--- config.mk ---
export PLATFORM = sky130hd
export DESIGN_NAME = rrc_fir_dec
export DESIGN_NICKNAME = d
export VERILOG_FILES = /design/src/rtl/rrc_fir_dec.sv
export SDC_FILE = /design/constraint.sdc
export NUM_CORES = 2
export LEC_CHECK = 0
export ABC_AREA = 1
export CAP_MARGIN = 20
export CELL_PAD_IN_SITES_DETAIL_PLACEMENT = 1
export CELL_PAD_IN_SITES_GLOBAL_PLACEMENT = 1
export CORE_MARGIN = 4
export CORE_UTILIZATION = 35
export DETAILED_ROUTE_END_ITERATION = 8
export PLACE_DENSITY_LB_ADDON = 0.1
export SYNTH_ARGS = -nofsm -noshare
export SYNTH_HDL_FRONTEND = slang
export SYNTH_SLANG_ARGS = --single-unit
--- constraint.sdc ---
create_clock -name clk -period 5.8 [get_ports clk]
set_input_delay 0.58 -clock clk [delete_from_list [all_inputs] [get_ports clk]]
set_output_delay 0.58 -clock clk [all_outputs]
set_load 0.03 [all_outputs]
--- src/rtl/rrc_fir_dec.sv ---
// Symmetric root-raised-cosine FIR with runtime coefficients, integer decimation,
// round-half-up output scaling and sticky saturation. Fixed 3-clock latency.
module rrc_fir_dec #(
  parameter int WIDTH     = 7,
  parameter int COEF_W    = 9,
  parameter int NTAP      = 33,
  parameter int DEC       = 1,
  parameter int OUT_SHIFT = 7
) (
  input  logic                               clk,
  input  logic                               rstn,
  input  logic                               clr,
  input  logic                               in_valid,
  input  logic signed [WIDTH-1:0]            data_in,
  input  logic                               coef_we,
  input  logic [$clog2((NTAP+1)/2)-1:0]      coef_addr,
  input  logic signed [COEF_W-1:0]           coef_data,
  output logic                               out_valid,
  output logic signed [WIDTH-1:0]            data_out,
  output logic                               sat_flag
);

  localparam int NH    = (NTAP + 1) / 2;
  localparam int PREW  = WIDTH + 1;
  localparam int PRODW = PREW + COEF_W;
  // One guard bit above the accumulator keeps the rounding add from wrapping.
  localparam int SUMW  = PRODW + $clog2(NH) + 1;
  localparam int PHW   = (DEC > 1) ? $clog2(DEC) : 1;

  localparam logic signed [SUMW-1:0] RND  = (OUT_SHIFT == 0) ? '0 : SUMW'(1) << (OUT_SHIFT - 1);
  localparam logic signed [SUMW-1:0] MAXV = SUMW'((1 << (WIDTH - 1)) - 1);
  localparam logic signed [SUMW-1:0] MINV = ~MAXV;

  logic signed [WIDTH-1:0]  dline_q [NTAP];
  logic signed [COEF_W-1:0] coef_q  [NH];
  logic signed [PREW-1:0]   pre_d   [NH];
  logic signed [PREW-1:0]   pre_q   [NH];
  logic signed [PRODW-1:0]  prod_d  [NH];
  logic signed [PRODW-1:0]  prod_q  [NH];
  logic [PHW-1:0]           phase_q;
  logic                     tok0_q, tok1_q, tok2_q;
  logic                     accept;
  logic signed [SUMW-1:0]   acc, shifted;
  logic signed [WIDTH-1:0]  out_d;
  logic                     sat;

  assign accept = in_valid && !clr;

  always_ff @(posedge clk or negedge rstn) begin
    if (!rstn) begin
      for (int i = 0; i < NTAP; i++) dline_q[i] <= '0;
    end else if (clr) begin
      for (int i = 0; i < NTAP; i++) dline_q[i] <= '0;
    end else if (in_valid) begin
      dline_q[0] <= data_in;
      for (int i = 1; i < NTAP; i++) dline_q[i] <= dline_q[i-1];
    end
  end

  always_ff @(posedge clk or negedge rstn) begin
    if (!rstn) begin
      for (int i = 0; i < NH; i++) coef_q[i] <= '0;
      coef_q[NH-1] <= COEF_W'(1 << (COEF_W - 2));
    end else if (coef_we && (32'(coef_addr) < NH)) begin
      coef_q[coef_addr] <= coef_data;
    end
  end

  always_ff @(posedge clk or negedge rstn) begin
    if (!rstn) begin
      phase_q <= '0;
    end else if (clr) begin
      phase_q <= '0;
    end else if (accept) begin
      phase_q <= (phase_q == PHW'(DEC - 1)) ? '0 : phase_q + 1'b1;
    end
  end

  always_comb begin
    for (int i = 0; i < NH - 1; i++) begin
      pre_d[i] = PREW'(dline_q[i]) + PREW'(dline_q[NTAP-1-i]);
    end
    pre_d[NH-1] = PREW'(dline_q[NH-1]);
    for (int i = 0; i < NH; i++) begin
      prod_d[i] = PRODW'(pre_q[i]) * PRODW'(coef_q[i]);
    end
  end

  always_comb begin
    acc = RND;
    for (int i = 0; i < NH; i++) acc = acc + SUMW'(prod_q[i]);
    shifted = acc >>> OUT_SHIFT;
    sat     = 1'b0;
    out_d   = WIDTH'(shifted);
    if (shifted > MAXV) begin
      sat   = 1'b1;
      out_d = WIDTH'(MAXV);
    end else if (shifted < MINV) begin
      sat   = 1'b1;
      out_d = WIDTH'(MINV);
    end
  end

  always_ff @(posedge clk or negedge rstn) begin
    if (!rstn) begin
      for (int i = 0; i < NH; i++) begin
        pre_q[i]  <= '0;
        prod_q[i] <= '0;
      end
      tok0_q <= 1'b0;
      tok1_q <= 1'b0;
      tok2_q <= 1'b0;
    end else if (clr) begin
      for (int i = 0; i < NH; i++) begin
        pre_q[i]  <= '0;
        prod_q[i] <= '0;
      end
      tok0_q <= 1'b0;
      tok1_q <= 1'b0;
      tok2_q <= 1'b0;
    end else begin
      pre_q  <= pre_d;
      prod_q <= prod_d;
      tok0_q <= accept && (phase_q == '0);
      tok1_q <= tok0_q;
      tok2_q <= tok1_q;
    end
  end

  // data_out holds its last value across clr; only reset zeroes it.
  always_ff @(posedge clk or negedge rstn) begin
    if (!rstn) begin
      out_valid <= 1'b0;
      data_out  <= '0;
      sat_flag  <= 1'b0;
    end else if (clr) begin
      out_valid <= 1'b0;
      sat_flag  <= 1'b0;
    end else begin
      out_valid <= tok2_q;
      if (tok2_q) begin
        data_out <= out_d;
        if (sat) sat_flag <= 1'b1;
      end
    end
  end

endmodule

==> summary.md <==
| Metric | Value |
|---|---|
| Status | `finished clean` |
| Endpoints failing setup | `0` |
| WL/cell | `20.5 um` |
| CTS max path bufs | `3` |
| Initial Util | `35.1%` |
| Die Wd | `502 um` |
| Final wirelength | `267000 um` |
| Most frequent cells in the layout | `inv_1, nand2_1, fa_1` |
| Die area | `252000 um2` |
| CP max stage delay | `560 ps` |
| FF-to-FF setup slack | `160 ps` |
| 1st-iter DRT viols | `3013` |
| Cell count of the worst reg-to-reg path | `25` |
| Vias in the first global route | `68400` |
| Clock skew | `45.7 ps` |
| Register area share after synthesis | `24.0%` |
| Worst path slowest cell | `fa_1` |
| IO buf count | `34` |
| Clock Sinks | `820` |
| Crit path capture type | `flop` |
| Routed vias | `61200` |
| Die H | `502 um` |
| Crit path DAT | `6270 ps` |
| Placer Congestion | `0.840` |
| WHS Path Cells | `2` |
| Hold_ws | `278 ps` |
| Nets | `11800` |
| Period utilization | `97.3%` |
| Hold crit path type | `in -> reg` |
| Max-slew violation count | `0` |
| Core Util, Final | `38.3%` |
| Total grt overflow | `0` |
| Final Hold Vio Count | `0` |
| Final ANT Viol Nets | `0` |
| Setup CP Type | `reg -> reg` |
| Synth unique cells | `41` |
| Pwr Density | `161 nW/um2` |
| Number of core rows | `181` |
| Drt pass-1 iters | `5` |
| Synth Register Bits | `820` |
| # DRC | `0` |
| Via/cell ratio | `4.70` |
| Setup crit start kind | `flop` |
| Fillers | `28500` |
| Storage cell area | `20500 um2` |
| Largest net degree at the start of global routing | `139` |
| Max Clk Rate | `0.177 GHz` |
| Relative slew slack | `30.9%` |
| RSZ-0062 raised after global routing | `true` |
| H-tree levels | `3` |
| Num CTS Buffers | `104` |
| Clk pin slew, worst setup/hold paths | `60 ps` |
| I/O pin cnt | `35` |
| R2R Path End | `data_out[5]` |
| Mapped Avg Cell Area | `8.62 um2` |
| Leak | `50.2 nW` |
| Max cap viols | `0` |
| CP Data Required Time | `6420 ps` |
| Dpl cells | `12800` |
| Commonest non-fill, non-tap cell in the layout | `inv_1` |
| Min-delay src | `clr` |
| Post-layout total power | `15.0 mW` |
| Family with the most delay on the worst path | `adder cells` |
| DP HPWL | `216000 um` |
| Cells after Synth | `9916` |
| Root Buffer | `clkbuf_16` |
| Clock latency at the later pin of the worst-skew pair | `760 ps` |
| Synth warn | `0` |
| Worst vdd ir | `0.215 mV` |
| Global-route wire length before repair | `418000 um` |
| Buf/Inv on CP | `6` |
| Syn_nets | `11900` |
| Share of cells above drive strength 1 | `5.45%` |
| RR Startpoint | `prod_q[247]` |
| Worst Hold Endpoint | `prod_q[260]` |
| Fin cells | `13000` |
| CTS tree | `done` |
| Core region area | `243000 um2` |
| Crit path max fanout | `6` |
| Final min period | `5640 ps` |
| Multi-input logic area | `52800 um2` |
| Measured slew at the worst slew-check pin | `1030 ps` |
| GRT Overall Usage | `21.8%` |
| Initial antenna violation count | `29` |
| Post-Synthesis Cell Area | `85500 um2` |
| Area Overhead vs Synth | `9.09%` |
==> metrics by stage <==
stage               worst slack (ps)  TNS [ps]  cell area, um2
finish                           157         0           93300
global placement                -102      -645           89000
floorplan                        579         0           85500
global route                    -105      -614           93200
detailed placement              -182     -1150           89000
CTS                             15.6         0           92700
==> flip-flops by register name, indices dropped and copies added, names as in the netlist <==
name,cells
prod_q,289
dline_q,231
coef_q,153
pre_q,135
data_out,7
out_valid,1
sat_flag,1
tok0_q,1
tok1_q,1
tok2_q,1
==> worst max-delay path by stage <==
stage,startpoint,to,slack [ps],cells after the start
final,prod_q[247],data_out[5],160,25
after CTS,prod_q[66],data_out[5],20,21
after global placement,prod_q[66],data_out[1],-100,24
after detailed placement,prod_q[220],data_out[5],-180,20
after global routing,prod_q[49],data_out[3],-100,24
after floorplan,prod_q[217],data_out[0],580,28
==> what timing repair did <==
| item | CTS | global route |
|---|---|---|
| setup buffers | 1 | 10 |
| hold endpoints to repair | 70 | 0 |
| pin swaps | 1 | 44 |
| endpoints found under the setup margin | 7 | 8 |
| hold buffers | 1 | 0 |
| resized for setup | 7 | 113 |
==> layout make-up <==
cell class,instances,share of cell area (%)
Multi-Input combinational cell,5732,56.6
Antenna cell,4,0.0107
Sequential cell,820,22.0
Tap cell,3202,4.30
Clock buffer,148,3.32
Timing Repair Buffer,110,1.15
Inverter,2969,12.0
Clock inverter,47,0.653
==> cells in the mapped netlist <==
cell | n | area share [%]
inv_1 | 2962 | 13
nand2_1 | 1671 | 7.3
fa_1 | 1318 | 31
dfrtp_1 | 819 | 24
ha_1 | 680 | 10
nor2_1 | 447 | 2.0
o21ai_0 | 443 | 2.6
clkbuf_1 | 387 | 1.7
a21oi_1 | 336 | 2.0
o22ai_1 | 217 | 1.6
or2_2 | 154 | 1.1
xnor2_1 | 107 | 1.1
nand3_1 | 103 | 0.60
o21bai_1 | 42 | 0.37
xor2_1 | 41 | 0.42
nor3_1 | 40 | 0.23
nand4_1 | 28 | 0.20
a21o_1 | 19 | 0.17
o21a_1 | 19 | 0.17
a31oi_1 | 15 | 0.11
a211oi_1 | 8 | 0.070
o21ai_1 | 8 | 0.047
nand2_2 | 7 | 0.051
o31ai_1 | 7 | 0.061
buf_1 | 6 | 0.026
nor4_1 | 5 | 0.037
clkinv_1 | 4 | 0.018
o41ai_1 | 4 | 0.041
inv_2 | 3 | 0.013
o211ai_1 | 3 | 0.026
buf_2 | 2 | 0.012
nand3_2 | 2 | 0.023
a21oi_4 | 1 | 0.019
and2_1 | 1 | 0.0073
dfstp_2 | 1 | 0.031
nand2_4 | 1 | 0.013
nand2b_1 | 1 | 0.0073
nand3b_1 | 1 | 0.0088
nor3_2 | 1 | 0.012
nor3b_2 | 1 | 0.015
nor4_2 | 1 | 0.015
==> kinds of logic (layout without fill, tap and decap cells) <==
| kind of cell | Yosys count | in the layout | share of synthesized area (%) |
|---|---|---|---|
| compound gates | 1122 | 1122 | 7.23 |
| xor+xnor | 148 | 148 | 1.52 |
| fa+ha+maj | 1998 | 1998 | 40.8 |
| buf+inv | 3364 | 3274 | 14.8 |
| flops | 820 | 820 | 24.0 |
| other cells | 0 | 4 | 0 |
| simple gates | 2464 | 2464 | 11.7 |
==> power by group <==
part           leakage, nW  switching (mW)  internal [mW]  total [mW]
clock                 1.81            2.87           4.21        7.08
combinational         37.0           0.910          0.436        1.35
sequential            11.3           0.622           5.94        6.56
==> per-layer routing <==
layer  global-route usage (%)  vias up  part of all wire [%]
met3                     2.06      197                   3.0
met2                     36.8      652                    48
met1                     30.6    31800                    47
met4                     4.21        0                   2.0
met5                        0        -                     0
li1                         -    28500                     -
Note: power is estimated with default switching activity, not from simulation.
